## src/rtl/rr_packet_arbiter.sv

```systemverilog
// rtl/rr_packet_arbiter.sv - round-robin packet-locked output-port arbiter
// Optional watchdog release is built only when ARB_WATCHDOG_EN is defined.
module rr_packet_arbiter #(
    parameter int N_REQ    = 4,
    parameter int ID_W     = 2,
    parameter int WD_LIMIT = 15
) (
    input  logic             CK,
    input  logic             RST,
    input  logic [N_REQ-1:0] req,
    input  logic [N_REQ-1:0] tail,
    input  logic             out_ready,
    output logic [N_REQ-1:0] gnt,
    output logic [ID_W-1:0]  gnt_id,
    output logic             gnt_valid,
    output logic             xfer,
    output logic             wd_err
);

    typedef enum logic {
        IDLE   = 1'b0,
        LOCKED = 1'b1
    } state_t;

    if (N_REQ < 2 || N_REQ > 16 || (1 << ID_W) < N_REQ || WD_LIMIT < 1 || WD_LIMIT > 255) begin : g_cfg_err
        $error("rr_packet_arbiter: unsupported parameter combination");
    end

    state_t           state_q;
    logic [N_REQ-1:0] gnt_q;
    logic [ID_W-1:0]  gnt_id_q;
    logic             gnt_valid_q;
    logic [ID_W-1:0]  ptr_q;

    logic [ID_W-1:0]  win_id_d;
    logic             win_found_d;
    logic [ID_W:0]    scan_idx;
    logic [ID_W-1:0]  ptr_d;
    logic             owner_req;
    logic             owner_tail;
    logic             release_d;
    logic             wd_fire;

    // Scan from the highest offset down so the lowest offset from ptr wins.
    always_comb begin
        win_id_d    = '0;
        win_found_d = 1'b0;
        scan_idx    = '0;
        for (int k = N_REQ - 1; k >= 0; k--) begin
            scan_idx = {1'b0, ptr_q} + (ID_W + 1)'(k);
            if (scan_idx >= (ID_W + 1)'(N_REQ)) begin
                scan_idx = scan_idx - (ID_W + 1)'(N_REQ);
            end
            if (req[scan_idx[ID_W-1:0]]) begin
                win_id_d    = scan_idx[ID_W-1:0];
                win_found_d = 1'b1;
            end
        end
    end

    assign owner_req  = req[gnt_id_q];
    assign owner_tail = tail[gnt_id_q];
    assign xfer       = gnt_valid_q & owner_req & out_ready;
    assign ptr_d      = (gnt_id_q == ID_W'(N_REQ - 1)) ? '0 : gnt_id_q + 1'b1;
    assign release_d  = (xfer & owner_tail) | wd_fire;

    always_ff @(posedge CK or posedge RST) begin
        if (RST) begin
            state_q     <= IDLE;
            gnt_q       <= '0;
            gnt_id_q    <= '0;
            gnt_valid_q <= 1'b0;
            ptr_q       <= '0;
        end else begin
            case (state_q)
                IDLE: begin
                    if (win_found_d) begin
                        state_q     <= LOCKED;
                        gnt_q       <= N_REQ'(1) << win_id_d;
                        gnt_id_q    <= win_id_d;
                        gnt_valid_q <= 1'b1;
                    end
                end
                LOCKED: begin
                    if (release_d) begin
                        state_q     <= IDLE;
                        gnt_q       <= '0;
                        gnt_id_q    <= '0;
                        gnt_valid_q <= 1'b0;
                        ptr_q       <= ptr_d;
                    end
                end
                default: state_q <= IDLE;
            endcase
        end
    end

`ifdef ARB_WATCHDOG_EN
    logic [7:0] wd_cnt_q;
    logic       wd_err_q;

    // Counts consecutive locked cycles in which the owner has no flit.
    assign wd_fire = (state_q == LOCKED) && (wd_cnt_q >= 8'(WD_LIMIT));

    always_ff @(posedge CK or posedge RST) begin
        if (RST) begin
            wd_cnt_q <= '0;
            wd_err_q <= 1'b0;
        end else begin
            wd_err_q <= wd_fire;
            if (state_q != LOCKED || owner_req || wd_fire) begin
                wd_cnt_q <= '0;
            end else begin
                wd_cnt_q <= wd_cnt_q + 8'd1;
            end
        end
    end

    assign wd_err = wd_err_q;
`else
    assign wd_fire = 1'b0;
    assign wd_err  = 1'b0;
`endif

    assign gnt       = gnt_q;
    assign gnt_id    = gnt_id_q;
    assign gnt_valid = gnt_valid_q;

endmodule

```

## config.mk

```make
export PLATFORM = sky130hd
export DESIGN_NAME = rr_packet_arbiter
export DESIGN_NICKNAME = d
export VERILOG_FILES = /design/src/rtl/rr_packet_arbiter.sv
export SDC_FILE = /design/constraint.sdc
export NUM_CORES = 1
export LEC_CHECK = 0
export CAP_MARGIN = 30
export CELL_PAD_IN_SITES_DETAIL_PLACEMENT = 1
export CELL_PAD_IN_SITES_GLOBAL_PLACEMENT = 2
export CORE_UTILIZATION = 29
export DETAILED_ROUTE_END_ITERATION = 16
export GPL_TIMING_DRIVEN = 0
export PLACE_DENSITY_LB_ADDON = 0.1
export SYNTH_ARGS = -nofsm -noshare
export SYNTH_HDL_FRONTEND = slang
export SYNTH_SLANG_ARGS = --single-unit
export TNS_END_PERCENT = 5
```

## constraint.sdc

```tcl
create_clock -name CK -period 3.75 [get_ports CK]
set_input_delay 0.375 -clock CK [delete_from_list [all_inputs] [get_ports CK]]
set_output_delay 0.375 -clock CK [all_outputs]
set_load 0.02 [all_outputs]
```

==> results of run 1 <==
-- layout make-up --
cell class	instances	area (µm²)	area share, %
multi-input combinational	40	320	37.5
sequential	10	250	29.3
timing repair buffer	18	180	21.1
buffer	4	35.0	4.11
tap	27	33.8	3.96
clock buffer	3	22.5	2.64
inverter	3	11.3	1.32
-- worst reg2reg max path, stage by stage, from the launching register on --
cell and delay [ns]:
sky130_fd_sc_hd__dfrtp_1 0.41, sky130_fd_sc_hd__buf_6 0.15, sky130_fd_sc_hd__mux2i_1 0.13, sky130_fd_sc_hd__o22ai_2 0.23, sky130_fd_sc_hd__and2_4 0.17, sky130_fd_sc_hd__buf_6 0.12
sky130_fd_sc_hd__mux2_4 0.29
-- per-stage QoR --
step,util (%),cell area (µm²)
3_5_place_dp,41.9,831
2_1_floorplan,-,617
4_1_cts,43.1,853
5_1_grt,43.1,853
6_report,43.1,853
3_3_place_gp,41.9,831
-- logic make-up (layout without fill, tap and decap cells) --
| logic type | count (synthesis) | count (layout) | synth area share [%] |
|---|---|---|---|
| AOI/OAI and AO/OA | 17 | 17 | 21.5 |
| adders and majority gates | 1 | 1 | 2.03 |
| buffers and inverters | 7 | 28 | 7.50 |
| DFF | 10 | 10 | 40.6 |
| muxes | 6 | 6 | 11.4 |
| other | 1 | 1 | 0.608 |
| and+or+nand+nor | 15 | 15 | 16.4 |
-- power breakdown --
| part | total (µW) | internal, µW | leakage (µW) | switching (µW) |
|---|---|---|---|---|
| logic | 290 | 149 | 0.000210 | 141 |
| clock network | 68.1 | 36.8 | 0.0000138 | 31.3 |
| registers | 181 | 148 | 0.000124 | 33.2 |
-- path summary, 6_finish.rpt --
kind | cells after the start | endpoint | slack (ns)
min in group CK | 1 | gnt[2] | 0.50
worst min register to register | 1 | gnt[2] | 0.50
worst max register to register | 6 | ptr_q[0] | 2.13
worst min-delay path | 2 | gnt[3] | 0.39
max in group asynchronous | 2 | gnt_id[0] | 3.09
worst max-delay path | 4 | xfer | 1.37
-- cell usage in the layout (no fill, tap or decap) --
cell type                         instances
sky130_fd_sc_hd__nand2b_1                 1
sky130_fd_sc_hd__nor2b_1                  4
sky130_fd_sc_hd__clkbuf_4                 3
sky130_fd_sc_hd__and2_4                   1
sky130_fd_sc_hd__dfrtp_1                 10
sky130_fd_sc_hd__nand2_1                  1
sky130_fd_sc_hd__buf_4                    1
sky130_fd_sc_hd__o32a_1                   1
sky130_fd_sc_hd__a21oi_1                  2
sky130_fd_sc_hd__conb_1                   1
sky130_fd_sc_hd__o22ai_1                  3
sky130_fd_sc_hd__nor4_4                   1
sky130_fd_sc_hd__nor2_1                   3
sky130_fd_sc_hd__nor3b_1                  1
sky130_fd_sc_hd__nand3_1                  1
sky130_fd_sc_hd__a32o_1                   2
sky130_fd_sc_hd__mux2_4                   2
sky130_fd_sc_hd__nand3b_1                 1
sky130_fd_sc_hd__a22o_1                   1
sky130_fd_sc_hd__o21ai_0                  2
sky130_fd_sc_hd__mux2i_1                  4
sky130_fd_sc_hd__buf_6                    2
sky130_fd_sc_hd__o22ai_2                  1
sky130_fd_sc_hd__a21boi_0                 1
sky130_fd_sc_hd__o2bb2ai_1                1
sky130_fd_sc_hd__clkdlybuf4s50_1         18
sky130_fd_sc_hd__clkbuf_2                 1
sky130_fd_sc_hd__o32ai_1                  3
sky130_fd_sc_hd__nor3_1                   1
sky130_fd_sc_hd__inv_1                    3
sky130_fd_sc_hd__ha_1                     1
-- sequential cells by signal (all words and copies together), names as in the netlist --
register	flops
ptr_q	2
state_q	1
gnt_valid	1
gnt_id	2
gnt	4
-- cells in the mapped netlist (2+ instances only) --
cell | count | area (µm²)
sky130_fd_sc_hd__a21oi_1 | 2 | 10.0
sky130_fd_sc_hd__a32o_1 | 2 | 20.0
sky130_fd_sc_hd__buf_6 | 2 | 22.5
sky130_fd_sc_hd__dfrtp_1 | 10 | 250
sky130_fd_sc_hd__inv_1 | 3 | 11.3
sky130_fd_sc_hd__mux2_4 | 2 | 30.0
sky130_fd_sc_hd__mux2i_1 | 4 | 40.0
sky130_fd_sc_hd__nor2_1 | 3 | 11.3
sky130_fd_sc_hd__nor2b_1 | 4 | 25.0
sky130_fd_sc_hd__o21ai_0 | 2 | 10.0
sky130_fd_sc_hd__o22ai_1 | 3 | 18.8
sky130_fd_sc_hd__o32ai_1 | 3 | 26.3
-- layer usage --
metal	GRT usage (%)	up-vias	part of all wire, %
li1	-	256	-
met1	20.3	263	50
met2	21.4	10	48
met3	2.22	0	2.5
met4	3.33	0	0
met5	0	-	0
==> report_table.html, run 1 <==
<table>
<tr><th>Metric</th><th>Value</th></tr>
<tr><th colspan="2">Drt</th></tr>
<tr><td>Count of vias placed by the detailed router</td><td>529</td></tr>
<tr><td>DRC errors left</td><td>0</td></tr>
<tr><td>First-pass iteration count of the detailed router</td><td>4</td></tr>
<tr><td>DRC marker count from the first detailed-route iteration</td><td>8</td></tr>
<tr><td>Post-detailed-routing wire length</td><td>1.46 mm</td></tr>
<tr><td>Average detailed-routed wire length per instance</td><td>13.9 µm</td></tr>
<tr><td>Average vias per placed instance</td><td>5.04</td></tr>
<tr><td>Antenna Nets Post-Route</td><td>0</td></tr>
<tr><th colspan="2">Layout</th></tr>
<tr><td>Fill cell count</td><td>220</td></tr>
<tr><td>Final standard cell count with taps included and fillers excluded</td><td>105</td></tr>
<tr><td>Synth-to-Final Area Change</td><td>38.3%</td></tr>
<tr><td>Antenna fix cells</td><td>0</td></tr>
<tr><td>Net count of the finished layout</td><td>92</td></tr>
<tr><td>Share of final-layout standard cells stronger than drive strength 1</td><td>15.4%</td></tr>
<tr><th colspan="2">STA</th></tr>
<tr><td>Sum of negative setup slack</td><td>0 ns</td></tr>
<tr><td>Unrepaired setup endpoints after global routing</td><td>no</td></tr>
<tr><td>Worst Setup Slack, final</td><td>1.37 ns</td></tr>
<tr><td>Total of endpoints with negative setup slack in the final report</td><td>0</td></tr>
<tr><td>Worst Hold Slack</td><td>0.391 ns</td></tr>
<tr><td>Count of pins over their slew limit</td><td>0</td></tr>
<tr><td>Final Hold Viols</td><td>0</td></tr>
<tr><td>Highest achievable clock rate</td><td>0.419 GHz</td></tr>
<tr><td>Final period demand of the worst path</td><td>2.38 ns</td></tr>
<tr><td>Final period util</td><td>63.6%</td></tr>
<tr><td>Post-Route Skew</td><td>0.00192 ns</td></tr>
<tr><th colspan="2">CTS</th></tr>
<tr><td>Clk Latency, worst-skew pair</td><td>0.25 ns</td></tr>
<tr><td>Number of hold-repair buffers added at the cts stage</td><td>0</td></tr>
<tr><td>CTS-repair resized insts</td><td>0</td></tr>
<tr><td>Number of buffers created by CTS</td><td>3</td></tr>
<tr><td>Clock-pin transition on the worst setup and hold timing paths</td><td>0.06 ns</td></tr>
<tr><td>Root buf cell</td><td>sky130_fd_sc_hd__clkbuf_4</td></tr>
<tr><td>TritonCTS Sinks</td><td>10</td></tr>
<tr><td>CTS tree</td><td>built</td></tr>
<tr><td>Bufs on Longest Clock Path</td><td>2</td></tr>
<tr><td>Setup Buffers After CTS</td><td>0</td></tr>
<tr><td>H-tree depth reported by CTS</td><td>1</td></tr>
<tr><th colspan="2">Yosys</th></tr>
<tr><td>Async set-reset flop share out of synthesis</td><td>100%</td></tr>
<tr><td>Flop and latch count out of synthesis</td><td>10</td></tr>
<tr><td>Avg Cell Area, Syn</td><td>10.8 µm²</td></tr>
<tr><td>Mapped Nets</td><td>69</td></tr>
<tr><td>Number of library cell types mapped by synthesis</td><td>29</td></tr>
<tr><td>Post-synth EDFFs</td><td>0</td></tr>
<tr><td>Sequential fraction of the synthesis area</td><td>40.6%</td></tr>
<tr><td>Post-synth design cell area</td><td>617 µm²</td></tr>
<tr><td>Post-synth top flop</td><td>sky130_fd_sc_hd__dfrtp_1</td></tr>
<tr><td>Synthesized instance count</td><td>57</td></tr>
<tr><td>Synth Warn #</td><td>0</td></tr>
<tr><th colspan="2">Critical path</th></tr>
<tr><td>Largest fanout on the critical path</td><td>6</td></tr>
<tr><td>Crit path max-delay cell type</td><td>sky130_fd_sc_hd__clkdlybuf4s50_1</td></tr>
<tr><td>Cell-by-cell trace of the critical path</td><td>clkdlybuf4s50_1 -&gt; mux2i_1 -&gt; o22ai_2 -&gt; clkdlybuf4s50_1</td></tr>
<tr><td>Most common cell on crit path</td><td>sky130_fd_sc_hd__clkdlybuf4s50_1</td></tr>
<tr><td>Worst path arrival time</td><td>2.01 ns</td></tr>
<tr><td>Top cell family by delay on the critical path</td><td>buffers and inverters</td></tr>
<tr><td>Launching point of the worst reg2reg path</td><td>gnt_id[0]</td></tr>
<tr><td>Crit-path max cell delay</td><td>0.63 ns</td></tr>
<tr><td>Crit path capture type</td><td>output pin</td></tr>
<tr><td>Crit path from</td><td>req[3]</td></tr>
<tr><td>Required time of the worst setup path</td><td>3.38 ns</td></tr>
<tr><td>Start-to-end type of the worst setup path</td><td>in -&gt; out</td></tr>
<tr><td>CP startpoint kind</td><td>primary input</td></tr>
<tr><td>Critical path buffers and inverters</td><td>2</td></tr>
<tr><th colspan="2">Placement</th></tr>
<tr><td>HPWL reported at the end of detailed placement</td><td>1.14 mm</td></tr>
<tr><td>Cell Count Post-Placement</td><td>102</td></tr>
<tr><td>Final RePlAce weighted congestion</td><td>0.640</td></tr>
<tr><td>Worst-case setup slack after placement</td><td>1.34 ns</td></tr>
<tr><td>Input/output buffers</td><td>18</td></tr>
<tr><th colspan="2">Run</th></tr>
<tr><td>Maximum Capacitance Violations</td><td>0</td></tr>
<tr><th colspan="2">Floorplanning</th></tr>
<tr><td>Starting utilization of the core area</td><td>31.1%</td></tr>
<tr><td>Number of rows in the core area</td><td>16</td></tr>
<tr><td>Num ports</td><td>20</td></tr>
<tr><td>Die width</td><td>48.1 µm</td></tr>
<tr><td>Area enclosed by the die boundary</td><td>0.00232 mm²</td></tr>
<tr><td>Vertical die dimension</td><td>48.1 µm</td></tr>
<tr><td>Total core area</td><td>0.00198 mm²</td></tr>
<tr><th colspan="2">Status</th></tr>
<tr><td>Outcome</td><td>complete, no violations</td></tr>
<tr><th colspan="2">Hold path</th></tr>
<tr><td>Tightest Hold Check Type</td><td>in -&gt; async</td></tr>
<tr><th colspan="2">GRT</th></tr>
<tr><td>Wire length of the first global-routing pass</td><td>2.24 mm</td></tr>
<tr><td>Total global routing track utilization</td><td>13.9%</td></tr>
<tr><td>Pin count of the biggest net entering global routing</td><td>11</td></tr>
<tr><td>Via count of the first global-routing pass</td><td>483</td></tr>
<tr><td>Antenna violations before repair</td><td>0</td></tr>
<tr><td>Sum of overflow across all layers after global routing</td><td>0</td></tr>
<tr><th colspan="2">Power and ir drop</th></tr>
<tr><td>Power density over the cells</td><td>632 mW/mm²</td></tr>
<tr><td>Leakage</td><td>0.000348 µW</td></tr>
<tr><td>Peak ir drop on the vdd network</td><td>0.276 mV</td></tr>
<tr><td>Overall power consumption</td><td>539 µW</td></tr>
</table>
Note: power is estimated with default switching activity, not from simulation.
==> run 2, diff against run 1 <==
CORE_UTILIZATION = 27   (was 29)
clock period = 2.2 ns   (was 3.75 ns; I/O delays follow)
==> report_table.html, run 2 (synthesis gave the netlist of run 1 again) <==
<table>
<tr><th>Metric</th><th>Value</th></tr>
<tr><th colspan="2">Status</th></tr>
<tr><td>Outcome</td><td>complete, no violations</td></tr>
<tr><th colspan="2">Floorplanning</th></tr>
<tr><td>Number of rows in the core area</td><td>16 (unchanged)</td></tr>
<tr><td>Starting utilization of the core area</td><td>29.9% (-1.2 points)</td></tr>
<tr><td>Vertical die dimension</td><td>49.8 µm (+3.5%)</td></tr>
<tr><td>Total core area</td><td>0.00206 mm² (+4.0%)</td></tr>
<tr><td>Num ports</td><td>20 (unchanged)</td></tr>
<tr><td>Die width</td><td>49.8 µm (+3.5%)</td></tr>
<tr><td>Area enclosed by the die boundary</td><td>0.00248 mm² (+7.1%)</td></tr>
<tr><th colspan="2">Placement</th></tr>
<tr><td>Placed standard-cell area</td><td>831 µm² (unchanged)</td></tr>
<tr><td>Input/output buffers</td><td>18 (unchanged)</td></tr>
<tr><td>Final RePlAce weighted congestion</td><td>0.751 (+17%)</td></tr>
<tr><td>HPWL reported at the end of detailed placement</td><td>1.18 mm (+3.3%)</td></tr>
<tr><td>Cell Count Post-Placement</td><td>102 (unchanged)</td></tr>
<tr><th colspan="2">STA</th></tr>
<tr><td>Total of endpoints with negative setup slack in the final report</td><td>0 (unchanged)</td></tr>
<tr><td>Post-Route Skew</td><td>0.00196 ns (+0.0000446 ns)</td></tr>
<tr><td>Final period demand of the worst path</td><td>2.07 ns</td></tr>
<tr><td>Actual transition at the worst max-transition pin</td><td>0.525 ns</td></tr>
<tr><td>Final period util</td><td>93.9%</td></tr>
<tr><td>Unrepaired setup endpoints after global routing</td><td>no</td></tr>
<tr><td>Sum of negative setup slack</td><td>0 ns (unchanged)</td></tr>
<tr><td>Count of pins over their slew limit</td><td>0 (unchanged)</td></tr>
<tr><td>Worst relative slew slack</td><td>65.0%</td></tr>
<tr><td>Final Hold Viols</td><td>0 (unchanged)</td></tr>
<tr><td>Highest achievable clock rate</td><td>0.484 GHz</td></tr>
<tr><th colspan="2">Critical path</th></tr>
<tr><td>Worst path arrival time</td><td>1.85 ns (-0.16 ns)</td></tr>
<tr><td>Start-to-end type of the worst setup path</td><td>in -&gt; out</td></tr>
<tr><td>Launching point of the worst reg2reg path</td><td>gnt_id[0]</td></tr>
<tr><td>Required time of the worst setup path</td><td>1.98 ns (-1.40 ns)</td></tr>
<tr><td>R2R Path End</td><td>ptr_q[1]</td></tr>
<tr><td>Setup slack of the worst register-to-register path</td><td>0.59 ns (-1.54 ns)</td></tr>
<tr><td>Crit path capture type</td><td>output pin</td></tr>
<tr><td>Crit-path max cell delay</td><td>0.63 ns (about the same)</td></tr>
<tr><td>Crit path max-delay cell type</td><td>sky130_fd_sc_hd__clkdlybuf4s50_1</td></tr>
<tr><td>Cell count of the worst reg-to-reg path</td><td>6 (unchanged)</td></tr>
<tr><td>CP startpoint kind</td><td>primary input</td></tr>
<tr><td>Crit path from</td><td>req[3]</td></tr>
<tr><td>Critical path buffers and inverters</td><td>2 (unchanged)</td></tr>
<tr><td>Largest fanout on the critical path</td><td>6 (unchanged)</td></tr>
<tr><td>Top cell family by delay on the critical path</td><td>buffers and inverters</td></tr>
<tr><td>Cell-by-cell trace of the critical path</td><td>clkdlybuf4s50_1 -&gt; mux2i_1 -&gt; o22ai_2 -&gt; clkdlybuf4s50_1</td></tr>
<tr><td>Most common cell on crit path</td><td>sky130_fd_sc_hd__clkdlybuf4s50_1</td></tr>
<tr><th colspan="2">CTS</th></tr>
<tr><td>TritonCTS Sinks</td><td>10 (unchanged)</td></tr>
<tr><td>CTS tree</td><td>built</td></tr>
<tr><td>Number of buffers created by CTS</td><td>3 (unchanged)</td></tr>
<tr><td>Number of hold-repair buffers added at the cts stage</td><td>0 (unchanged)</td></tr>
<tr><td>Setup Buffers After CTS</td><td>0 (unchanged)</td></tr>
<tr><td>CTS-repair resized insts</td><td>0 (unchanged)</td></tr>
<tr><td>H-tree depth reported by CTS</td><td>1 (unchanged)</td></tr>
<tr><td>Bufs on Longest Clock Path</td><td>2 (unchanged)</td></tr>
<tr><td>Clk Latency, worst-skew pair</td><td>0.26 ns (about the same)</td></tr>
<tr><td>Clock-pin transition on the worst setup and hold timing paths</td><td>0.07 ns (about the same)</td></tr>
<tr><td>Root buf cell</td><td>sky130_fd_sc_hd__clkbuf_4</td></tr>
<tr><th colspan="2">Drt</th></tr>
<tr><td>Count of vias placed by the detailed router</td><td>526 (-0.57%)</td></tr>
<tr><td>DRC marker count from the first detailed-route iteration</td><td>1 (-7)</td></tr>
<tr><td>Antenna Nets Post-Route</td><td>0 (unchanged)</td></tr>
<tr><td>First-pass iteration count of the detailed router</td><td>3 (-1)</td></tr>
<tr><td>Average detailed-routed wire length per instance</td><td>14.0 µm (+0.96%)</td></tr>
<tr><td>Post-detailed-routing wire length</td><td>1.49 mm (+1.9%)</td></tr>
<tr><td>DRC errors left</td><td>0 (unchanged)</td></tr>
<tr><td>Average vias per placed instance</td><td>4.96 (-1.5%)</td></tr>
<tr><th colspan="2">Hold path</th></tr>
<tr><td>Tightest Hold Check Type</td><td>in -&gt; async</td></tr>
<tr><th colspan="2">GRT</th></tr>
<tr><td>Antenna violations before repair</td><td>0 (unchanged)</td></tr>
<tr><td>Wire length of the first global-routing pass</td><td>2.65 mm (+18%)</td></tr>
<tr><td>Sum of overflow across all layers after global routing</td><td>0 (unchanged)</td></tr>
<tr><td>Via count of the first global-routing pass</td><td>566 (+17%)</td></tr>
<tr><td>Met2 demand-to-capacity share in global routing</td><td>23.0% (+1.6 points)</td></tr>
<tr><td>Pin count of the biggest net entering global routing</td><td>11 (unchanged)</td></tr>
<tr><td>Global Route met3 Usage</td><td>6.17% (+4.0 points)</td></tr>
<tr><td>Total global routing track utilization</td><td>14.4% (+0.53 points)</td></tr>
<tr><td>Met1 capacity usage during global routing</td><td>18.0% (-2.4 points)</td></tr>
<tr><td>Busiest metal layer after global routing</td><td>met2</td></tr>
<tr><th colspan="2">Layout</th></tr>
<tr><td>Most frequent cells in the layout</td><td>sky130_fd_sc_hd__clkdlybuf4s50_1 (18), sky130_fd_sc_hd__dfrtp_1 (10), sky130_fd_sc_hd__nor2b_1 (4), sky130_fd_sc_hd__mux2i_1 (4)</td></tr>
<tr><td>Final standard cell count with taps included and fillers excluded</td><td>106 (+0.95%)</td></tr>
<tr><td>Final design area excluding fillers</td><td>867 µm² (+1.6%)</td></tr>
<tr><td>Share of final-layout standard cells stronger than drive strength 1</td><td>16.5% (+1.1 points)</td></tr>
<tr><td>Net count of the finished layout</td><td>92 (unchanged)</td></tr>
<tr><td>Synth-to-Final Area Change</td><td>40.6%</td></tr>
<tr><td>Antenna fix cells</td><td>0 (unchanged)</td></tr>
<tr><td>Fill cell count</td><td>240 (+9.1%)</td></tr>
<tr><td>Most common cell after layout, fill and taps aside</td><td>sky130_fd_sc_hd__clkdlybuf4s50_1</td></tr>
<tr><td>Number of flip-flops under the largest register name</td><td>4 (unchanged)</td></tr>
<tr><th colspan="2">Power and ir drop</th></tr>
<tr><td>Peak ir drop on the vdd network</td><td>0.637 mV (+130%)</td></tr>
<tr><td>Power density over the cells</td><td>1120 mW/mm² (+77%)</td></tr>
<tr><td>Leakage</td><td>0.000355 µW (+2.1%)</td></tr>
<tr><th colspan="2">Run</th></tr>
<tr><td>Maximum Capacitance Violations</td><td>0 (unchanged)</td></tr>
</table>
-- run 2: cell types whose count changed in the layout (fill, tap and decap cells not counted) --
cell | before | now
sky130_fd_sc_hd__clkbuf_8 | 0 | 1
-- run 2: worst max path at each step --
stage          endpoint  cells after the start
2_1_floorplan  ptr_q[0]                      6
3_3_place_gp       xfer                      4
3_5_place_dp       xfer                      4
4_1_cts            xfer                      4
5_1_grt            xfer                      4
6_report           xfer                      4
-- run 2: layout make-up --
class / count / area (µm²) / area share (%)
multi-input combinational: 40 / 320 / 36.9
clock buffer: 4 / 36.3 / 4.18
inverter: 3 / 11.3 / 1.30
tap: 27 / 33.8 / 3.90
sequential: 10 / 250 / 28.9
buffer: 4 / 35.0 / 4.04
timing repair buffer: 18 / 180 / 20.8
-- run 2: layer usage --
| layer | routed length (µm) | share of wire (%) | vias up |
|---|---|---|---|
| met1 | 684 | 46 | 257 |
| met5 | 0 | 0 | - |
| met3 | 72 | 4.8 | 2 |
| met4 | 14 | 0.94 | 0 |
| met2 | 717 | 48 | 12 |
| li1 | - | - | 255 |
-- run 2: per-stage QoR --
step / hold WS, ns / util (%) / setup WS [ns] / total power, µW
2_1_floorplan: 0.0602 / - / 0.418 / 620
3_3_place_gp: 0.486 / 40.3 / 0.122 / 807
3_5_place_dp: 0.502 / 40.3 / 0.115 / 812
4_1_cts: 0.241 / 42.1 / 0.119 / 988
5_1_grt: 0.268 / 42.1 / 0.0395 / 1050
6_report: 0.236 / 42.1 / 0.134 / 972
-- run 2: worst register-to-register path, cell delays in order (launching register included) --
cell and delay [ns]:
sky130_fd_sc_hd__dfrtp_1 0.40, sky130_fd_sc_hd__buf_6 0.15, sky130_fd_sc_hd__mux2i_1 0.13, sky130_fd_sc_hd__o22ai_2 0.23, sky130_fd_sc_hd__and2_4 0.17, sky130_fd_sc_hd__buf_6 0.12, sky130_fd_sc_hd__mux2_4 0.29
-- run 2: power by group --
| group | switching [µW] | internal (µW) | total, µW |
|---|---|---|---|
| Sequential | 58.6 | 252 | 311 |
| Clock | 65.9 | 100 | 166 |
| Combinational | 240 | 255 | 495 |
| Total | 365 | 607 | 972 |
